<file path="config.mk">
export PLATFORM = sky130hd
export DESIGN_NAME = dma_copy_engine_flat
export DESIGN_NICKNAME = d
export VERILOG_FILES = /design/src/rtl/dma_pkg.sv /design/src/rtl/dma_copy_engine_if.sv /design/src/rtl/dma_regs.sv /design/src/rtl/dma_copy_engine.sv /design/src/flat_wrapper.sv
export SDC_FILE = /design/constraint.sdc
export NUM_CORES = 1
export LEC_CHECK = 0
export CAP_MARGIN = 15
export CORE_MARGIN = 2
export CORE_UTILIZATION = 50
export CTS_CLUSTER_SIZE = 24
export DETAILED_ROUTE_END_ITERATION = 6
export PLACE_DENSITY = 0.76
export REMOVE_ABC_BUFFERS = 1
export SLEW_MARGIN = 20
export SYNTH_ARGS = -nofsm -noshare
export SYNTH_HDL_FRONTEND = slang
export SYNTH_HIERARCHICAL = 1
export SYNTH_SLANG_ARGS = --single-unit
</file>
<file path="constraint.sdc">
create_clock -name clk -period 2.1 [get_ports clk]
set_input_delay 0.315 -clock clk [delete_from_list [all_inputs] [get_ports clk]]
set_output_delay 0.315 -clock clk [all_outputs]
set_load 0.1 [all_outputs]
</file>
<file path="src/rtl/dma_pkg.sv">
// rtl/dma_pkg.sv - shared types and constants for the dma copy engine
package dma_pkg;

    typedef enum logic [1:0] {
        IDLE  = 2'd0,
        READ  = 2'd1,
        WRITE = 2'd2,
        DONE  = 2'd3
    } dma_state_e;

    localparam logic [1:0] REG_SRC  = 2'd0;
    localparam logic [1:0] REG_DST  = 2'd1;
    localparam logic [1:0] REG_HI   = 2'd2;
    localparam logic [1:0] REG_CTRL = 2'd3;

    localparam int BUSY_BIT = 15;

endpackage

</file>
<file path="src/rtl/dma_copy_engine_if.sv">
// rtl/dma_copy_engine_if.sv - access/ack word bus shared by responder and initiator ports
interface dma_copy_engine_if;
    logic        access;
    logic        ack;
    logic [19:1] addr;
    logic [15:0] wdata;
    logic [15:0] rdata;
    logic        wr_en;
    logic [1:0]  bytesel;

    modport master (output access, addr, wdata, wr_en, bytesel, input ack, rdata);
    modport slave  (input access, addr, wdata, wr_en, bytesel, output ack, rdata);
endinterface

</file>
<file path="src/rtl/dma_regs.sv">
// rtl/dma_regs.sv - responder register file (SRC/DST/HI/CTRL), fill bit under CONFIG_DMA_FILL_EN
module dma_regs
    import dma_pkg::*;
#(
    parameter int COUNT_WIDTH = 15
) (
    input  logic                   clk,
    input  logic                   reset,
    input  logic                   cs,
    dma_copy_engine_if.slave       bus,
    input  logic                   busy,
    input  logic [COUNT_WIDTH-1:0] remaining,
    output logic [15:0]            src,
    output logic [15:0]            dst,
    output logic [3:0]             src_hi,
    output logic [3:0]             dst_hi,
    output logic                   fill_en,
    output logic                   ctrl_wr,
    output logic [COUNT_WIDTH-1:0] ctrl_val
);

    logic        ack_q, ack_d;
    logic [15:0] rdata_q, rdata_d;
    logic [15:0] src_q, src_d, dst_q, dst_d;
    logic [3:0]  src_hi_q, src_hi_d, dst_hi_q, dst_hi_d;
    logic        fill_q, fill_d;
    logic        accept, wr_accept;
    logic [1:0]  idx;
    logic [15:0] rd_mux;
    logic        unused_addr;

    // The ack cycle still sees access high, so it must not start a second access.
    assign accept      = cs & bus.access & ~ack_q;
    assign wr_accept   = accept & bus.wr_en;
    assign idx         = bus.addr[2:1];
    assign unused_addr = ^bus.addr[19:3];

    assign ctrl_wr  = wr_accept && (idx == REG_CTRL) && (bus.bytesel == 2'b11);
    assign ctrl_val = bus.wdata[COUNT_WIDTH-1:0];

    // Register read mux; unused HI bits read as zero.
    always_comb begin
        rd_mux = '0;
        case (idx)
            REG_SRC: rd_mux = src_q;
            REG_DST: rd_mux = dst_q;
            REG_HI: begin
                rd_mux[3:0]  = src_hi_q;
                rd_mux[11:8] = dst_hi_q;
                rd_mux[15]   = fill_q;
            end
            default: begin
                rd_mux[COUNT_WIDTH-1:0] = remaining;
                rd_mux[BUSY_BIT]        = busy;
            end
        endcase
    end

    // Ack/read-data generation and byte-merged register writes.
    always_comb begin
        ack_d    = accept;
        rdata_d  = (accept && !bus.wr_en) ? rd_mux : '0;
        src_d    = src_q;
        dst_d    = dst_q;
        src_hi_d = src_hi_q;
        dst_hi_d = dst_hi_q;
        fill_d   = fill_q;
        if (wr_accept) begin
            case (idx)
                REG_SRC: begin
                    if (bus.bytesel[0]) src_d[7:0]  = bus.wdata[7:0];
                    if (bus.bytesel[1]) src_d[15:8] = bus.wdata[15:8];
                end
                REG_DST: begin
                    if (bus.bytesel[0]) dst_d[7:0]  = bus.wdata[7:0];
                    if (bus.bytesel[1]) dst_d[15:8] = bus.wdata[15:8];
                end
                REG_HI: begin
                    if (bus.bytesel[0]) src_hi_d = bus.wdata[3:0];
                    if (bus.bytesel[1]) begin
                        dst_hi_d = bus.wdata[11:8];
`ifdef CONFIG_DMA_FILL_EN
                        fill_d   = bus.wdata[15];
`else
                        fill_d   = 1'b0;
`endif
                    end
                end
                default: ;
            endcase
        end
    end

    // Register state.
    always_ff @(posedge clk or posedge reset) begin
        if (reset) begin
            ack_q    <= 1'b0;
            rdata_q  <= '0;
            src_q    <= '0;
            dst_q    <= '0;
            src_hi_q <= '0;
            dst_hi_q <= '0;
            fill_q   <= 1'b0;
        end else begin
            ack_q    <= ack_d;
            rdata_q  <= rdata_d;
            src_q    <= src_d;
            dst_q    <= dst_d;
            src_hi_q <= src_hi_d;
            dst_hi_q <= dst_hi_d;
            fill_q   <= fill_d;
        end
    end

    assign bus.ack   = ack_q;
    assign bus.rdata = rdata_q;
    assign src       = src_q;
    assign dst       = dst_q;
    assign src_hi    = src_hi_q;
    assign dst_hi    = dst_hi_q;
    assign fill_en   = fill_q;

endmodule

</file>
<file path="src/rtl/dma_copy_engine.sv">
// rtl/dma_copy_engine.sv - memory-to-memory word copier, fill mode under CONFIG_DMA_FILL_EN
module dma_copy_engine
    import dma_pkg::*;
#(
    parameter int COUNT_WIDTH = 15
) (
    input  logic               clk,
    input  logic               reset,
    input  logic               cs,
    dma_copy_engine_if.slave   data_m,
    dma_copy_engine_if.master  dma_m,
    output logic               intr
);

    dma_state_e             state_q, state_d;
    logic                   acc_q, acc_d;
    logic [18:0]            cur_src_q, cur_src_d, cur_dst_q, cur_dst_d;
    logic [COUNT_WIDTH-1:0] rem_q, rem_d;
    logic [15:0]            data_q, data_d;
    logic                   abort_q, abort_d, fill_q, fill_d, intr_q, intr_d;
    logic                   busy, abort_now;

    logic [15:0]            src_reg, dst_reg;
    logic [3:0]             src_hi, dst_hi;
    logic                   fill_en, ctrl_wr;
    logic [COUNT_WIDTH-1:0] ctrl_val;

    assign busy = (state_q != IDLE);

    dma_regs #(.COUNT_WIDTH(COUNT_WIDTH)) u_regs (
        .clk       (clk),
        .reset     (reset),
        .cs        (cs),
        .bus       (data_m),
        .busy      (busy),
        .remaining (rem_q),
        .src       (src_reg),
        .dst       (dst_reg),
        .src_hi    (src_hi),
        .dst_hi    (dst_hi),
        .fill_en   (fill_en),
        .ctrl_wr   (ctrl_wr),
        .ctrl_val  (ctrl_val)
    );

    // Transfer FSM: each beat spends one cycle with access low, then holds access until ack.
    always_comb begin
        state_d   = state_q;
        acc_d     = acc_q;
        cur_src_d = cur_src_q;
        cur_dst_d = cur_dst_q;
        rem_d     = rem_q;
        data_d    = data_q;
        fill_d    = fill_q;
        intr_d    = intr_q;
        abort_now = abort_q | (ctrl_wr && busy && (ctrl_val == '0));
        abort_d   = abort_now;
        if (ctrl_wr) intr_d = 1'b0;
        case (state_q)
            IDLE: begin
                abort_d = 1'b0;
                if (ctrl_wr) begin
                    if (ctrl_val == '0) begin
                        intr_d = 1'b1;
                    end else begin
                        cur_src_d = {src_hi, src_reg[15:1]};
                        cur_dst_d = {dst_hi, dst_reg[15:1]};
                        rem_d     = ctrl_val;
                        data_d    = src_reg;
                        fill_d    = fill_en;
                        state_d   = fill_en ? WRITE : READ;
                    end
                end
            end
            READ: begin
                if (!acc_q) begin
                    acc_d = 1'b1;
                end else if (dma_m.ack) begin
                    acc_d   = 1'b0;
                    data_d  = dma_m.rdata;
                    state_d = abort_now ? DONE : WRITE;
                end
            end
            WRITE: begin
                if (!acc_q) begin
                    acc_d = 1'b1;
                end else if (dma_m.ack) begin
                    acc_d     = 1'b0;
                    cur_dst_d = cur_dst_q + 19'd1;
                    if (!fill_q) cur_src_d = cur_src_q + 19'd1;
                    rem_d = rem_q - COUNT_WIDTH'(1);
                    if (rem_q == COUNT_WIDTH'(1) || abort_now) state_d = DONE;
                    else if (fill_q)                            state_d = WRITE;
                    else                                        state_d = READ;
                end
            end
            default: begin
                intr_d  = 1'b1;
                abort_d = 1'b0;
                state_d = IDLE;
            end
        endcase
    end

    // FSM and counter state; reset drops access and clears the count at once.
    always_ff @(posedge clk or posedge reset) begin
        if (reset) begin
            state_q   <= IDLE;
            acc_q     <= 1'b0;
            cur_src_q <= '0;
            cur_dst_q <= '0;
            rem_q     <= '0;
            data_q    <= '0;
            abort_q   <= 1'b0;
            fill_q    <= 1'b0;
            intr_q    <= 1'b0;
        end else begin
            state_q   <= state_d;
            acc_q     <= acc_d;
            cur_src_q <= cur_src_d;
            cur_dst_q <= cur_dst_d;
            rem_q     <= rem_d;
            data_q    <= data_d;
            abort_q   <= abort_d;
            fill_q    <= fill_d;
            intr_q    <= intr_d;
        end
    end

    assign dma_m.access  = acc_q;
    assign dma_m.wr_en   = acc_q && (state_q == WRITE);
    assign dma_m.addr    = !acc_q ? '0 : ((state_q == WRITE) ? cur_dst_q : cur_src_q);
    assign dma_m.wdata   = (acc_q && (state_q == WRITE)) ? data_q : '0;
    assign dma_m.bytesel = 2'b11;
    assign intr          = intr_q;

endmodule
</file>
<file path="src/flat_wrapper.sv">
// flat-port wrapper written by rule: the top's interface ports become plain ports
module dma_copy_engine_flat import dma_pkg::*;
#(
    parameter int COUNT_WIDTH = 15
)
  (clk, reset, cs, intr, data_m_access, data_m_addr, data_m_wdata, data_m_wr_en, data_m_bytesel, data_m_ack, data_m_rdata, dma_m_access, dma_m_addr, dma_m_wdata, dma_m_wr_en, dma_m_bytesel, dma_m_ack, dma_m_rdata);
  dma_copy_engine_if data_m_i ();
  dma_copy_engine_if dma_m_i ();
  input  logic clk;
  input  logic reset;
  input  logic cs;
  output logic intr;
  input wire logic [$bits(data_m_i.access)-1:0] data_m_access;
  input wire logic [$bits(data_m_i.addr)-1:0] data_m_addr;
  input wire logic [$bits(data_m_i.wdata)-1:0] data_m_wdata;
  input wire logic [$bits(data_m_i.wr_en)-1:0] data_m_wr_en;
  input wire logic [$bits(data_m_i.bytesel)-1:0] data_m_bytesel;
  output wire logic [$bits(data_m_i.ack)-1:0] data_m_ack;
  output wire logic [$bits(data_m_i.rdata)-1:0] data_m_rdata;
  output wire logic [$bits(dma_m_i.access)-1:0] dma_m_access;
  output wire logic [$bits(dma_m_i.addr)-1:0] dma_m_addr;
  output wire logic [$bits(dma_m_i.wdata)-1:0] dma_m_wdata;
  output wire logic [$bits(dma_m_i.wr_en)-1:0] dma_m_wr_en;
  output wire logic [$bits(dma_m_i.bytesel)-1:0] dma_m_bytesel;
  input wire logic [$bits(dma_m_i.ack)-1:0] dma_m_ack;
  input wire logic [$bits(dma_m_i.rdata)-1:0] dma_m_rdata;
  assign data_m_i.access = data_m_access;
  assign data_m_i.addr = data_m_addr;
  assign data_m_i.wdata = data_m_wdata;
  assign data_m_i.wr_en = data_m_wr_en;
  assign data_m_i.bytesel = data_m_bytesel;
  assign data_m_ack = data_m_i.ack;
  assign data_m_rdata = data_m_i.rdata;
  assign dma_m_access = dma_m_i.access;
  assign dma_m_addr = dma_m_i.addr;
  assign dma_m_wdata = dma_m_i.wdata;
  assign dma_m_wr_en = dma_m_i.wr_en;
  assign dma_m_bytesel = dma_m_i.bytesel;
  assign dma_m_i.ack = dma_m_ack;
  assign dma_m_i.rdata = dma_m_rdata;
  dma_copy_engine #(.COUNT_WIDTH(COUNT_WIDTH)) u_core (.clk(clk), .reset(reset), .cs(cs), .data_m(data_m_i), .dma_m(dma_m_i), .intr(intr));
endmodule
</file>
==> results.py <==
metrics = {
    "power": {
        "p_clk_frac": 0.183,
        "power_mw": 18.2,
        "power_frac_seq": 0.244,
        "switchingPower_mw": 8.37,
        "leakagePower_nw": 4.81,
        "ir_drop_uv": 1210,
        "p_sw_frac": 0.461,
        "p_int_mw": 9.78,
        "combPwrFrac": 0.573,
        "power_density_mw_per_mm2": 1610,
    },
    "global_routing": {
        "grt_max_degree": 58,
        "grt_pass1_vias": 7041,
        "grt_pass1_wl_um": 38100,
        "grt-ovfl-total": 0,
        "antenna_found_initial": 0,
        "track_usage": 0.303,
    },
    "timing": {
        "rsz0062_at_grt": "true",
        "period_minus_slack_ns": 2.28,
        "slew_viol_final": 0,
        "setup_tns_ns": -3.78,
        "hold_violations": 0,
        "skew_ns": 0.0127,
        "setup_viol": 43,
        "fmaxAchievable_mhz": 439,
        "final.setup.worst_slack_ns": -0.175,
        "worstMarginPinSlew_ns": 0.635,
        "fin_crit_sh": 1.08,
        "whs_ns": 0.291,
        "slew_headroom": 0.573,
    },
    "finish": {
        "drive_gt1_frac": 0.367,
        "reg_top3": "u_core/cur_dst_q x19, u_core/cur_src_q x19",
        "final_cell_mix": "132 x dfrtp_1, 107 x buf_4, 54 x nand2_1, 54 x nor2_1, 48 x buf_12",
        "fin_nets": 1032,
        "areaGrowthSynthToFinish_pct": 46.6,
        "final_util": 0.746,
        "layout.cells.non_filler": 1166,
        "antennaDiodeCount": 0,
        "mostFrequentLayoutCell": "dfrtp_1",
        "final_area_mm2": 0.0112,
        "fillCellCount": 928,
    },
    "flow_run": {
        "maxCapViolations": 0,
    },
    "drt": {
        "wl_um": 27400,
        "viasPerCell": 6.54,
        "drt_iter0_drc": 1114,
        "firstDrtPassIters": 7,
        "drc": 10,
        "vias": 7625,
        "antenna_left": 0,
        "route.detailed.wl_per_inst_um": 23.5,
    },
    "floorplanning": {
        "row_count": 45,
        "die_area_mm2": 0.0164,
        "io_pins": 116,
        "die_w_um": 128,
        "core_area_mm2": 0.0151,
        "fp.dieH_um": 128,
        "initial_core_util": 0.508,
    },
    "placement": {
        "pre_cts_slack_ns": -0.469,
        "numPlacedInstances": 1105,
        "place_area_mm2": 0.00971,
        "hpwl_um": 15700,
        "gp_congestion": 0.951,
        "io_buffer_count": 96,
    },
    "critical_path": {
        "critical_path_cell_count": 7,
        "endpoint_kind": "output pin",
        "path_common_cell": "buf_12",
        "max_stage_delay_ns": 0.40,
        "critPathLaunchType": "flop",
        "critPathArrivalTime_ns": 1.96,
        "crit_buf_inv": 4,
        "worstPathMaxFanout": 7,
        "reg2reg_to": "u_core/cur_src_q[17]",
        "critPathSlowestCell": "dfrtp_1",
        "r2r_cells": 6,
        "worstPathCellList": "buf_6 > ha_4 > buf_12 > buf_16 > mux2i_1 > nor2b_1 > buf_12",
        "timing.rr.start": "u_core/cur_src_q[0]",
        "critPathRequiredTime_ns": 1.78,
        "r2r_slack_ns": -0.09,
        "worstSetupPathType": "reg -> out",
        "path_delay_family": "buffers and inverters",
    },
    "clock_network": {
        "htree_num_levels": 4,
        "root_buffer": "clkbuf_16",
        "ctsHoldBuffers": 0,
        "cts-buffers-inserted": 17,
        "insertion_delay_ns": 0.44,
        "cts_tree": "built",
        "clk_path_buf_depth": 2,
        "clk_pin_slew_worst_paths_ns": 0.06,
        "numClockSinks": 132,
    },
    "synth": {
        "ys_ff_latch": 132,
        "netlist_instances": 794,
        "yosys_warnings": 6,
        "synth-edff-count": 0,
        "ys.flop_type": "dfrtp_1",
        "yosysUniqueCellTypes": 62,
        "syn_area_mm2": 0.00767,
        "ys_seq_area_frac": 0.431,
        "syn_area_per_cell_um2": 9.66,
        "async_flop_share": 1.00,
    },
    "outcome": {
        "violations": "DRC, setup timing",
        "status": "finished with violations",
    },
    "min_path": {
        "hold_path.class": "in -> async",
    },
}
-- Yosys cell counts (3+ instances only) --
cell | count | area share
nand2_1 | 61 | 0.030
o21ai_1 | 3 | 0.0020
nand2b_1 | 3 | 0.0024
a31oi_1 | 6 | 0.0049
mux2_2 | 25 | 0.037
and4_1 | 6 | 0.0068
o2bb2ai_1 | 4 | 0.0046
ha_1 | 8 | 0.013
and3_1 | 20 | 0.016
buf_2 | 9 | 0.0059
mux4_2 | 8 | 0.023
o22a_1 | 6 | 0.0068
o32ai_1 | 9 | 0.010
mux2_4 | 16 | 0.031
nor4_4 | 3 | 0.0083
or3_1 | 4 | 0.0033
o22ai_1 | 10 | 0.0082
o21a_1 | 6 | 0.0059
a211oi_1 | 5 | 0.0049
inv_1 | 16 | 0.0078
clkbuf_1 | 35 | 0.017
a2bb2oi_1 | 12 | 0.014
nor3_1 | 39 | 0.025
dfrtp_1 | 132 | 0.43
a21boi_0 | 4 | 0.0039
nor4_1 | 9 | 0.0073
nor2b_1 | 15 | 0.012
nand3b_1 | 4 | 0.0039
o21ai_0 | 47 | 0.031
mux2i_1 | 44 | 0.057
nand3_1 | 43 | 0.028
nor2_1 | 61 | 0.030
and2_1 | 19 | 0.015
a21oi_1 | 29 | 0.019
buf_4 | 22 | 0.022
nand4_1 | 14 | 0.011
buf_1 | 5 | 0.0024
-- how the worst max path moves through the flow --
stage                     slack, ns               from             endpoint
after floorplan               -3.45  u_core/state_q[0]        dma_m_addr[4]
after global placement        -0.36    data_m_wdata[0]    u_core/data_q[15]
after detailed placement      -0.47       data_m_wr_en  u_core/cur_dst_q[7]
after CTS                     -0.17  u_core/state_q[0]       dma_m_addr[18]
after global routing          -0.20  u_core/state_q[0]       dma_m_addr[12]
final                         -0.18  u_core/state_q[1]       dma_m_addr[12]
-- power by group through the flow --
stage / registers, mW / clock network, mW / logic (mW)
floorplan: 4.27 / 0 / 5.03
global placement: 4.25 / 0 / 8.51
detailed placement: 4.29 / 0 / 8.63
CTS: 4.28 / 3.30 / 9.16
global route: 4.51 / 3.45 / 10.8
finish: 4.43 / 3.32 / 10.4
-- layout make-up --
| cell class | count | area, µm² | share of cell area |
|---|---|---|---|
| clock buffers | 19 | 443 | 0.0394 |
| clock inverters | 13 | 205 | 0.0182 |
| inverters | 16 | 63.8 | 0.00567 |
| multi-input cells | 576 | 4400 | 0.391 |
| flip-flops and latches | 132 | 3300 | 0.294 |
| well taps | 188 | 235 | 0.0209 |
| repair buffers | 222 | 2600 | 0.231 |
-- cell families after synthesis --
logic type,Yosys count,share of synthesized area
AND/OR/NAND/NOR,312,0.216
flip-flops,132,0.431
AO/OA/AOI/OAI,157,0.132
adder cells (fa/ha/maj),8,0.0130
other,2,0.000979
multiplexers,93,0.149
buffers and inverters,90,0.0584
-- layer usage --
layer	vias up	routed length (µm)	GRT usage
li1	3239	-	-
met2	574	12800	0.489
met5	-	0	0
met3	145	2670	0.0563
met1	3667	10400	0.405
met4	0	1540	0.127
-- timing repair --
action / CTS / global route
cloned: 3 / 8
buffers inserted: 12 / 12
setup endpoints to repair: 80 / 98
resized for setup: 45 / 97
endpoints found under the hold margin: 0 / 0
pin swaps: 6 / 20
No activity file was read; power rests on OpenSTA's default activity.
